`src/rtl/multicycle_control.sv`:
```
// Control FSM for the multi-cycle MIPS-subset CPU: sequences IF/ID/EXE/MEM/WB
// and decodes ALU/datapath selects from op/funct.
module multicycle_control #(
  parameter logic [5:0] HALT_OP    = 6'b111111,
  parameter logic [1:0] RA_REG_SEL = 2'b00
) (
  input  logic       clk_i,
  input  logic       rst_ni,
  input  logic [5:0] op_i,
  input  logic [5:0] funct_i,
  input  logic       zero_i,
  output logic       pc_wre_o,
  output logic       ir_wre_o,
  output logic       ins_mem_rw_o,
  output logic       alu_src_a_o,
  output logic       alu_src_b_o,
  output logic [2:0] alu_ctr_o,
  output logic       ext_sel_o,
  output logic       reg_wre_o,
  output logic [1:0] reg_dst_o,
  output logic       wr_reg_d_src_o,
  output logic       db_data_src_o,
  output logic       m_rd_o,
  output logic       m_wr_o,
  output logic [1:0] pc_src_o,
  output logic       illegal_op_o,
  output logic [2:0] state_o
);

  localparam logic [5:0] OP_RTYPE = 6'b000000;
  localparam logic [5:0] OP_ADDIU = 6'b001001;
  localparam logic [5:0] OP_ANDI  = 6'b001100;
  localparam logic [5:0] OP_ORI   = 6'b001101;
  localparam logic [5:0] OP_XORI  = 6'b001110;
  localparam logic [5:0] OP_SLTI  = 6'b001010;
  localparam logic [5:0] OP_LW    = 6'b100011;
  localparam logic [5:0] OP_SW    = 6'b101011;
  localparam logic [5:0] OP_BEQ   = 6'b000100;
  localparam logic [5:0] OP_BNE   = 6'b000101;
  localparam logic [5:0] OP_J     = 6'b000010;
  localparam logic [5:0] OP_JAL   = 6'b000011;

  localparam logic [5:0] FN_ADD = 6'b100000;
  localparam logic [5:0] FN_SUB = 6'b100010;
  localparam logic [5:0] FN_AND = 6'b100100;
  localparam logic [5:0] FN_OR  = 6'b100101;
  localparam logic [5:0] FN_SLT = 6'b101010;
  localparam logic [5:0] FN_SLL = 6'b000000;
  localparam logic [5:0] FN_JR  = 6'b001000;

  // Bit 3 is the halt flag; the debug port shows only the low three bits.
  typedef enum logic [3:0] {
    S_IF     = 4'b0000,
    S_ID     = 4'b0001,
    S_EXE_LS = 4'b0010,
    S_MEM    = 4'b0011,
    S_WB_L   = 4'b0100,
    S_EXE_BR = 4'b0101,
    S_EXE_AL = 4'b0110,
    S_WB_AL  = 4'b0111,
    S_HALT   = 4'b1000
  } state_e;

  typedef enum logic [2:0] {
    C_ALU, C_LW, C_SW, C_BR, C_JMP, C_JAL, C_HALT, C_ILL
  } cls_e;

  state_e state_q, state_d;
  cls_e   cls;
  logic   is_rtype;

  // Instruction decode: class plus state-independent datapath selects.
  always_comb begin
    cls         = C_ILL;
    alu_ctr_o   = 3'b000;
    alu_src_a_o = 1'b0;
    alu_src_b_o = 1'b0;
    ext_sel_o   = 1'b1;
    pc_src_o    = 2'b00;
    is_rtype    = (op_i == OP_RTYPE);
    case (op_i)
      OP_RTYPE: begin
        case (funct_i)
          FN_ADD: cls = C_ALU;
          FN_SUB: begin cls = C_ALU; alu_ctr_o = 3'b001; end
          FN_AND: begin cls = C_ALU; alu_ctr_o = 3'b010; end
          FN_OR:  begin cls = C_ALU; alu_ctr_o = 3'b011; end
          FN_SLT: begin cls = C_ALU; alu_ctr_o = 3'b101; end
          FN_SLL: begin cls = C_ALU; alu_ctr_o = 3'b100; alu_src_a_o = 1'b1; end
          FN_JR:  begin cls = C_JMP; pc_src_o = 2'b10; end
          default: cls = C_ILL;
        endcase
      end
      OP_ADDIU: begin cls = C_ALU; alu_src_b_o = 1'b1; end
      OP_ANDI:  begin cls = C_ALU; alu_src_b_o = 1'b1; alu_ctr_o = 3'b010; ext_sel_o = 1'b0; end
      OP_ORI:   begin cls = C_ALU; alu_src_b_o = 1'b1; alu_ctr_o = 3'b011; ext_sel_o = 1'b0; end
      OP_XORI:  begin cls = C_ALU; alu_src_b_o = 1'b1; alu_ctr_o = 3'b111; ext_sel_o = 1'b0; end
      OP_SLTI:  begin cls = C_ALU; alu_src_b_o = 1'b1; alu_ctr_o = 3'b101; end
      OP_LW:    begin cls = C_LW;  alu_src_b_o = 1'b1; end
      OP_SW:    begin cls = C_SW;  alu_src_b_o = 1'b1; end
      OP_BEQ:   begin cls = C_BR;  alu_ctr_o = 3'b001; pc_src_o = zero_i ? 2'b01 : 2'b00; end
      OP_BNE:   begin cls = C_BR;  alu_ctr_o = 3'b001; pc_src_o = zero_i ? 2'b00 : 2'b01; end
      OP_J:     begin cls = C_JMP; pc_src_o = 2'b11; end
      OP_JAL:   begin cls = C_JAL; pc_src_o = 2'b11; end
      HALT_OP:  cls = C_HALT;
      default:  cls = C_ILL;
    endcase
  end

  // Next state and per-state enables; reset masks every write-side enable.
  always_comb begin
    state_d        = state_q;
    pc_wre_o       = 1'b0;
    ir_wre_o       = 1'b0;
    ins_mem_rw_o   = 1'b0;
    reg_wre_o      = 1'b0;
    reg_dst_o      = 2'b00;
    wr_reg_d_src_o = 1'b0;
    db_data_src_o  = 1'b0;
    m_rd_o         = 1'b0;
    m_wr_o         = 1'b0;
    illegal_op_o   = 1'b0;
    case (state_q)
      S_IF: begin
        ins_mem_rw_o = 1'b1;
        ir_wre_o     = 1'b1;
        state_d      = S_ID;
      end
      S_ID: begin
        case (cls)
          C_ALU:       state_d = S_EXE_AL;
          C_LW, C_SW:  state_d = S_EXE_LS;
          C_BR:        state_d = S_EXE_BR;
          C_HALT:      state_d = S_HALT;
          C_JMP: begin pc_wre_o = 1'b1; state_d = S_IF; end
          C_JAL: begin
            pc_wre_o       = 1'b1;
            reg_wre_o      = 1'b1;
            reg_dst_o      = RA_REG_SEL;
            wr_reg_d_src_o = 1'b0;
            state_d        = S_IF;
          end
          default: begin illegal_op_o = 1'b1; pc_wre_o = 1'b1; state_d = S_IF; end
        endcase
      end
      S_EXE_AL: state_d = S_WB_AL;
      S_WB_AL: begin
        reg_wre_o      = 1'b1;
        reg_dst_o      = is_rtype ? 2'b10 : 2'b01;
        wr_reg_d_src_o = 1'b1;
        pc_wre_o       = 1'b1;
        state_d        = S_IF;
      end
      S_EXE_LS: state_d = S_MEM;
      S_MEM: begin
        if (cls == C_LW) begin
          m_rd_o  = 1'b1;
          state_d = S_WB_L;
        end else begin
          m_wr_o   = 1'b1;
          pc_wre_o = 1'b1;
          state_d  = S_IF;
        end
      end
      S_WB_L: begin
        reg_wre_o      = 1'b1;
        reg_dst_o      = 2'b01;
        wr_reg_d_src_o = 1'b1;
        db_data_src_o  = 1'b1;
        pc_wre_o       = 1'b1;
        state_d        = S_IF;
      end
      S_EXE_BR: begin pc_wre_o = 1'b1; state_d = S_IF; end
      S_HALT:   state_d = S_HALT;
      default:  state_d = S_IF;
    endcase
    if (!rst_ni) begin
      state_d      = S_IF;
      pc_wre_o     = 1'b0;
      ir_wre_o     = 1'b0;
      reg_wre_o    = 1'b0;
      m_wr_o       = 1'b0;
      m_rd_o       = 1'b0;
      illegal_op_o = 1'b0;
    end
  end

  always_ff @(posedge clk_i) begin
    if (!rst_ni) state_q <= S_IF;
    else         state_q <= state_d;
  end

  assign state_o = state_q[2:0];

endmodule

```
`config.mk`:
```
export PLATFORM = sky130hd
export DESIGN_NAME = multicycle_control
export DESIGN_NICKNAME = d
export VERILOG_FILES = /design/src/rtl/multicycle_control.sv
export SDC_FILE = /design/constraint.sdc
export NUM_CORES = 1
export LEC_CHECK = 0
export CORE_MARGIN = 2
export CORE_UTILIZATION = 45
export DETAILED_ROUTE_END_ITERATION = 6
export PLACE_DENSITY = 0.95
export SLEW_MARGIN = 25
export SYNTH_ARGS = -nofsm -noshare
export SYNTH_HDL_FRONTEND = slang
export SYNTH_SLANG_ARGS = --single-unit
```
`constraint.sdc`:
```
create_clock -name clk_i -period 5.6 [get_ports clk_i]
set_input_delay 1.12 -clock clk_i [delete_from_list [all_inputs] [get_ports clk_i]]
set_output_delay 1.12 -clock clk_i [all_outputs]
set_load 0.02 [all_outputs]
```
# Word level (Yosys, flattened, before mapping)
# Cells that the tools add are included.
[classes] eq_ne=32 n_mux=36 reduce_logical=15
[ops] cell="$eq A6 B6 Y1 const B" count=8
[ops] cell="$eq A6 B4 Y1 const B" count=6
[ops] cell="$pmux W3 S8" count=1
[ops] cell="$pmux W4 S6" count=1
[ops] cell="$mux W1" count=23
[ops] cell="$pmux W3 S6" count=1
[ops] cell="$eq A4 B3 Y1 const B" count=4
[ops] cell="$pmux W4 S4" count=1
[ops] cell="$pmux W3 S5" count=1
[ops] cell="$reduce_or A7 Y1" count=2
[ops] cell="$eq A6 B2 Y1 const B" count=2
[ops] cell="$eq A6 B3 Y1 const B" count=2
[ops] cell="$logic_not A6 Y1" count=2
[ops] cell="$reduce_or A5 Y1" count=2
[ops] cell="$eq A3 B3 Y1 const B" count=3
[ops] cell="$eq A4 B2 Y1 const B" count=2
[ops] cell="$pmux W2 S4" count=1
[ops] cell="$reduce_or A2 Y1" count=4
[ops] cell="$eq A3 B2 Y1 const B" count=2
[ops] cell="$pmux W3 S2" count=1
[ops] cell="$reduce_or A3 Y1" count=2
[ops] cell="$reduce_or A6 Y1" count=1
[ops] cell="$eq A4 B1 Y1 const B" count=1
[ops] cell="$eq A4 B4 Y1 const B" count=1
[ops] cell="other kinds (8)" count=9
[totals] register_bits=4 input_bits=15 out_inout_bits=22 word_cells=84

# Logic depth before layout (Yosys ltp)
# Gate-level depths: netlist (run 1).
[logic_depth] depth_word=9 depth_mapped=6 mapped_depth_nobuf=5

# Least setup slack after synthesis (run 1)
# OpenSTA, ideal clock, no wires.
[synth_path] path_kind="in2out" start="input port op_i[5]" end="output port pc_wre_o" arrival_time_ns=2.729 path_slack_ns=1.751 path_stages=5 n_path_buf=0 path_cell_list="or4_4 nor3_4 o221a_4 nor3_2 o31ai_1"
[synth_via] elab_chain_cells=8 word_cells_on_any_way=26
[synth_lines] element="from (decl)" line="9" text="input logic [5:0] op_i,"
[synth_lines] element="$eq A6 B4 Y1 / $eq A6 B3 Y1 (equally long branches)" line="81" text="case (op_i)"
[synth_lines] element="$reduce_or A5 Y1 (no source line) / $reduce_or A2 Y1 (equally long branches)"
[synth_lines] element="$pmux W3 S8 (*)" line="81"
[synth_lines] element="$eq A3 B1 Y1, or another cell as far along" line="130, 156"
[synth_lines] element="$reduce_or A5 Y1 (no source line)"
[synth_lines] element="$mux W1" line="130" text="case (cls)"
[synth_lines] element="$pmux W1 S3 (*)" line="123" text="case (state_q)"
[synth_lines] element="$mux W1 (*)" line="177" text="if (!rst_ni) begin"
[synth_lines] element="to (decl)" line="12" text="output logic pc_wre_o,"
# Mark *: on every way between the ends. The rest lies on a longest branch, timed or not.

# Final worst setup path (run 1)
[layout_path] start="input port op_i[2]" end="output port pc_wre_o"
# Same word-level chain as after synthesis.

==> PnR_summary.wiki, run 1 <==
{| class="wikitable"
! Metric !! Value
|-
| Starting density of the core || a little under half
|-
| Die area || between 2000 and 2500 um2
|-
| Core region area || about 1700 um2
|-
| Total grt overflow || 0
|-
| Startpoint of the lowest-slack register-to-register path || state_q[1]$_SDFF_PN0_
|-
| Power density relative to cell area || ~120 nW/um2
|-
| Area overhead of the layout relative to synthesis || 43.7%
|-
| Syn. warnings || 0
|-
| Slew @ Worst Pin || between 0.6 and 0.7 ns
|-
| Min-Delay Startpoint || state_q[3]$_SDFF_PN0_
|-
| Maximum fanout along the worst path || 12
|-
| CTS sink count || 4
|-
| Final core area utilization || between 60 and 70%
|-
| Total global-route track usage || between 20% and 30%
|-
| Register clock-pin slew on the reported worst setup and hold paths || 0.04 ns
|-
| Worst skew pair latency || ~0.24 ns
|-
| Synth cell types || 45
|-
| Synthesized cell area || around 830 um2
|-
| Status || finished clean
|-
| CTS-repair resized insts || 0
|-
| Count of flip-flops with a built-in enable after synthesis || 0
|-
| Nets in the synthesized netlist || between 100 and 150
|-
| Placed wire-length estimate after detailed placement || roughly 1900 um
|-
| Crit start category || input port
|-
| Total CTS buffers || 3
|-
| Site row count || 15
|-
| Data required time at the worst endpoint || around 4.5 ns
|-
| Register name with the most flops || state_q
|-
| Max reg flops || 4
|-
| Number of antenna violations at the first check in global routing || 0
|-
| Slew Limit Headroom || 59.2%
|-
| Final hold viol count || 0
|-
| Post-synthesis average cell area || ~6.6 um2
|-
| Multi-input gate area || 679 um2
|-
| Number of violations reported at the end of detailed-routing iteration 0 || between 40 and 50
|-
| Main area contributors after synthesis || sky130_fd_sc_hd__dfxtp_1 9.7%, sky130_fd_sc_hd__nor2_1 6.8%, sky130_fd_sc_hd__nand2_1 5.4%
|-
| Final critical-path required period || 4.91 ns
|-
| Detailed-router iteration count before antenna repair || 4
|-
| Largest registers ranked by flip-flop count || state_q: 4 flops
|-
| Deepest clock path buffer count || 2
|-
| Gate Count Post-Synth || 125
|-
| Arrival time reported for the critical path endpoint || around 3.8 ns
|-
| Post-CTS Setup Bufs || 0
|-
| Total number of H-tree levels || 1
|-
| Final routed DRC violation total || 0
|-
| Proportion of netlist area held by the largest area contributor || 9.68%
|-
| Seq cells post-synth || 4
|-
| Final design instance area without fill || between 1000 and 1500 um2
|-
| Setup repair after global routing missed its margin || no
|-
| Ant diodes || 0
|-
| Maximum capacitance violations || 0
|-
| Skew final || around 0.0014 ns
|-
| IO Pins || 37
|-
| Most used DFF post-synth || sky130_fd_sc_hd__dfxtp_1
|-
| Routed wirelength normalized by instance count || 14.0 um
|-
| Net count of the finished layout || approximately 170
|-
| Type of the worst min-delay path || reg2reg
|-
| Width of the die || between 40 and 50 um
|-
| First-pass GRT wire length || about 4000 um
|-
| Source of the critical timing path || op_i[2]
|-
| Share of the cycle needed by the critical path after routing || 87.7%
|-
| Pin count of the biggest net entering global routing || 15
|-
| Clock tree from TritonCTS || yes
|-
| VDD IR max || about 0.11 mV
|-
| Cell at the root of the clock tree || sky130_fd_sc_hd__clkbuf_4
|-
| Place WS || slightly above 0.7 ns
|-
| Count of input and output buffers || 36
|-
| Pins Over Slew Limit || 0
|-
| Area after DPL || approximately 1200 um2
|-
| Crit Path Class || in2out
|-
| Least setup slack across all paths after layout || between 0.6 and 0.7 ns
|-
| Fraction of synthesis flops using an asynchronous set or reset pin || 0%
|-
| Number of global-route vias before repair || roughly 900
|-
| Via Count || roughly 1,100
|-
| Layout cells sized above 1 || slightly below 8%
|-
| Aggregate routed wire length || around 2500 um
|-
| Post-DR vias/cell || between 5 and 6
|-
| Setup TNS || 0 ns
|-
| Sequential standard cell area || 80.1 um2
|-
| Leakage component of the power || slightly above 0.4 nW
|-
| Number of buffers inserted for hold repair after clock tree synthesis || 0
|-
| Count of antenna-violating nets left after detailed routing || 0
|-
| Share of the yosys chip area belonging to registers || 9.68%
|-
| Worst Setup End Kind || output pin
|-
| Fillers || 158
|-
| Routability Congestion || 0.899
|-
| Library cell with the largest summed area after synthesis || sky130_fd_sc_hd__dfxtp_1
|-
| Peak clock frequency supported by timing || just over 0.2 GHz
|-
| Final total power || about 0.14 mW
|-
| Final setup violation count || 0
|-
| Height of the die || 46.9 um
|}
-- layer usage --
layer | GRT usage [%] | share of wire [%] | vias to the layer above
li1 | - | - | 516
met3 | 5.77 | 7.6 | 2
met2 | 38.6 | 50 | 49
met4 | 3.89 | 0.080 | 0
met5 | 0 | 0 | -
met1 | 33.9 | 43 | 491
-- logic make-up after synthesis --
logic type | synth area share [%]
AO/OA/AOI/OAI | 26.9
XOR/XNOR | 3.18
buffers and inverters | 8.17
flip-flops | 9.68
AND/OR/NAND/NOR | 52.0
-- report_power, final --
| part | total [mW] | switching [mW] | internal (mW) |
|---|---|---|---|
| combinational | 0.0710 | 0.0378 | 0.0332 |
| sequential | 0.0327 | 0.00291 | 0.0298 |
| clock | 0.0378 | 0.0137 | 0.0241 |
| total | 0.141 | 0.0544 | 0.0871 |
-- layout make-up --
| class | count | share of cell area [%] |
|---|---|---|
| clock buffer | 3 | 1.89 |
| inverter | 4 | 1.26 |
| multi-input combinational | 107 | 57.2 |
| sequential | 4 | 6.74 |
| tap | 25 | 2.63 |
| timing repair buffer | 36 | 30.3 |
-- final timing paths --
kind                            to  slack, ns  depth (start not counted)
max reg2reg  state_q[3]$_SDFF_PN0_       3.83                          5
max                       pc_wre_o       0.69                          7
min reg2reg  state_q[3]$_SDFF_PN0_       0.61                          2
min          state_q[3]$_SDFF_PN0_       0.61                          2
-- per-stage QoR --
stage	hold slack [ns]	cells
after floorplan	0.553	125
after global placement	0.590	176
after detailed placement	0.599	176
after CTS	0.609	179
after global routing	0.640	179
final	0.608	179
-- cell usage in the layout, fill, tap and decap left out, types with 4 or more instances in the layout --
cell type                         count
sky130_fd_sc_hd__a21oi_1              7
sky130_fd_sc_hd__and3_1               4
sky130_fd_sc_hd__clkdlybuf4s50_1     36
sky130_fd_sc_hd__dfxtp_1              4
sky130_fd_sc_hd__inv_1                4
sky130_fd_sc_hd__nand2_1             12
sky130_fd_sc_hd__nand2b_1             5
sky130_fd_sc_hd__nand3_1              4
sky130_fd_sc_hd__nand4_1              4
sky130_fd_sc_hd__nor2_1              15
sky130_fd_sc_hd__nor2b_1              5
sky130_fd_sc_hd__nor3_1               5
sky130_fd_sc_hd__nor3b_1              5
sky130_fd_sc_hd__o21ai_0              7
-- worst max-delay path: stages --
cell	delay [ns]
sky130_fd_sc_hd__clkdlybuf4s50_1	0.62
sky130_fd_sc_hd__or4_4	0.59
sky130_fd_sc_hd__nor3_4	0.21
sky130_fd_sc_hd__o221a_4	0.24
sky130_fd_sc_hd__nor3_2	0.08
sky130_fd_sc_hd__o31ai_1	0.29
sky130_fd_sc_hd__clkdlybuf4s50_1	0.65
-- synthesized netlist by cell type, types with 2 or more instances --
cell type and number:
sky130_fd_sc_hd__buf_2 3, sky130_fd_sc_hd__o21ai_0 7, sky130_fd_sc_hd__nor2_1 15, sky130_fd_sc_hd__nand2b_1 5
sky130_fd_sc_hd__xnor2_1 2, sky130_fd_sc_hd__nor2b_1 5, sky130_fd_sc_hd__and3_1 4, sky130_fd_sc_hd__nand2_1 12
sky130_fd_sc_hd__nor3_1 5, sky130_fd_sc_hd__inv_1 4, sky130_fd_sc_hd__buf_4 3, sky130_fd_sc_hd__nor3b_1 5
sky130_fd_sc_hd__clkbuf_1 4, sky130_fd_sc_hd__o31ai_1 2, sky130_fd_sc_hd__nand3_1 4, sky130_fd_sc_hd__a21oi_1 7
sky130_fd_sc_hd__dfxtp_1 4, sky130_fd_sc_hd__nand3b_1 3, sky130_fd_sc_hd__nand4_1 4, sky130_fd_sc_hd__or3_1 2
Note: power is estimated with default switching activity, not from simulation.
==> run 2: changes to the inputs <==
--- a/config.mk
+++ b/config.mk
@@ -5,6 +5,7 @@
 export SDC_FILE = /design/constraint.sdc
 export NUM_CORES = 1
 export LEC_CHECK = 0
+export CAP_MARGIN = 30
 export CORE_MARGIN = 2
 export CORE_UTILIZATION = 45
 export DETAILED_ROUTE_END_ITERATION = 6
==> results of run 2 <==
Same layout as run 1: the final DEF is identical, and so are final timing and power.
==> run 3: changes to the inputs <==
--- a/config.mk
+++ b/config.mk
@@ -5,6 +5,7 @@
 export SDC_FILE = /design/constraint.sdc
 export NUM_CORES = 1
 export LEC_CHECK = 0
+export ABC_CLOCK_PERIOD_IN_PS = 5600
 export CAP_MARGIN = 30
 export CORE_MARGIN = 2
 export CORE_UTILIZATION = 45
==> results of run 3 <==
Same layout as run 1: the final DEF is identical, and so are final timing and power.
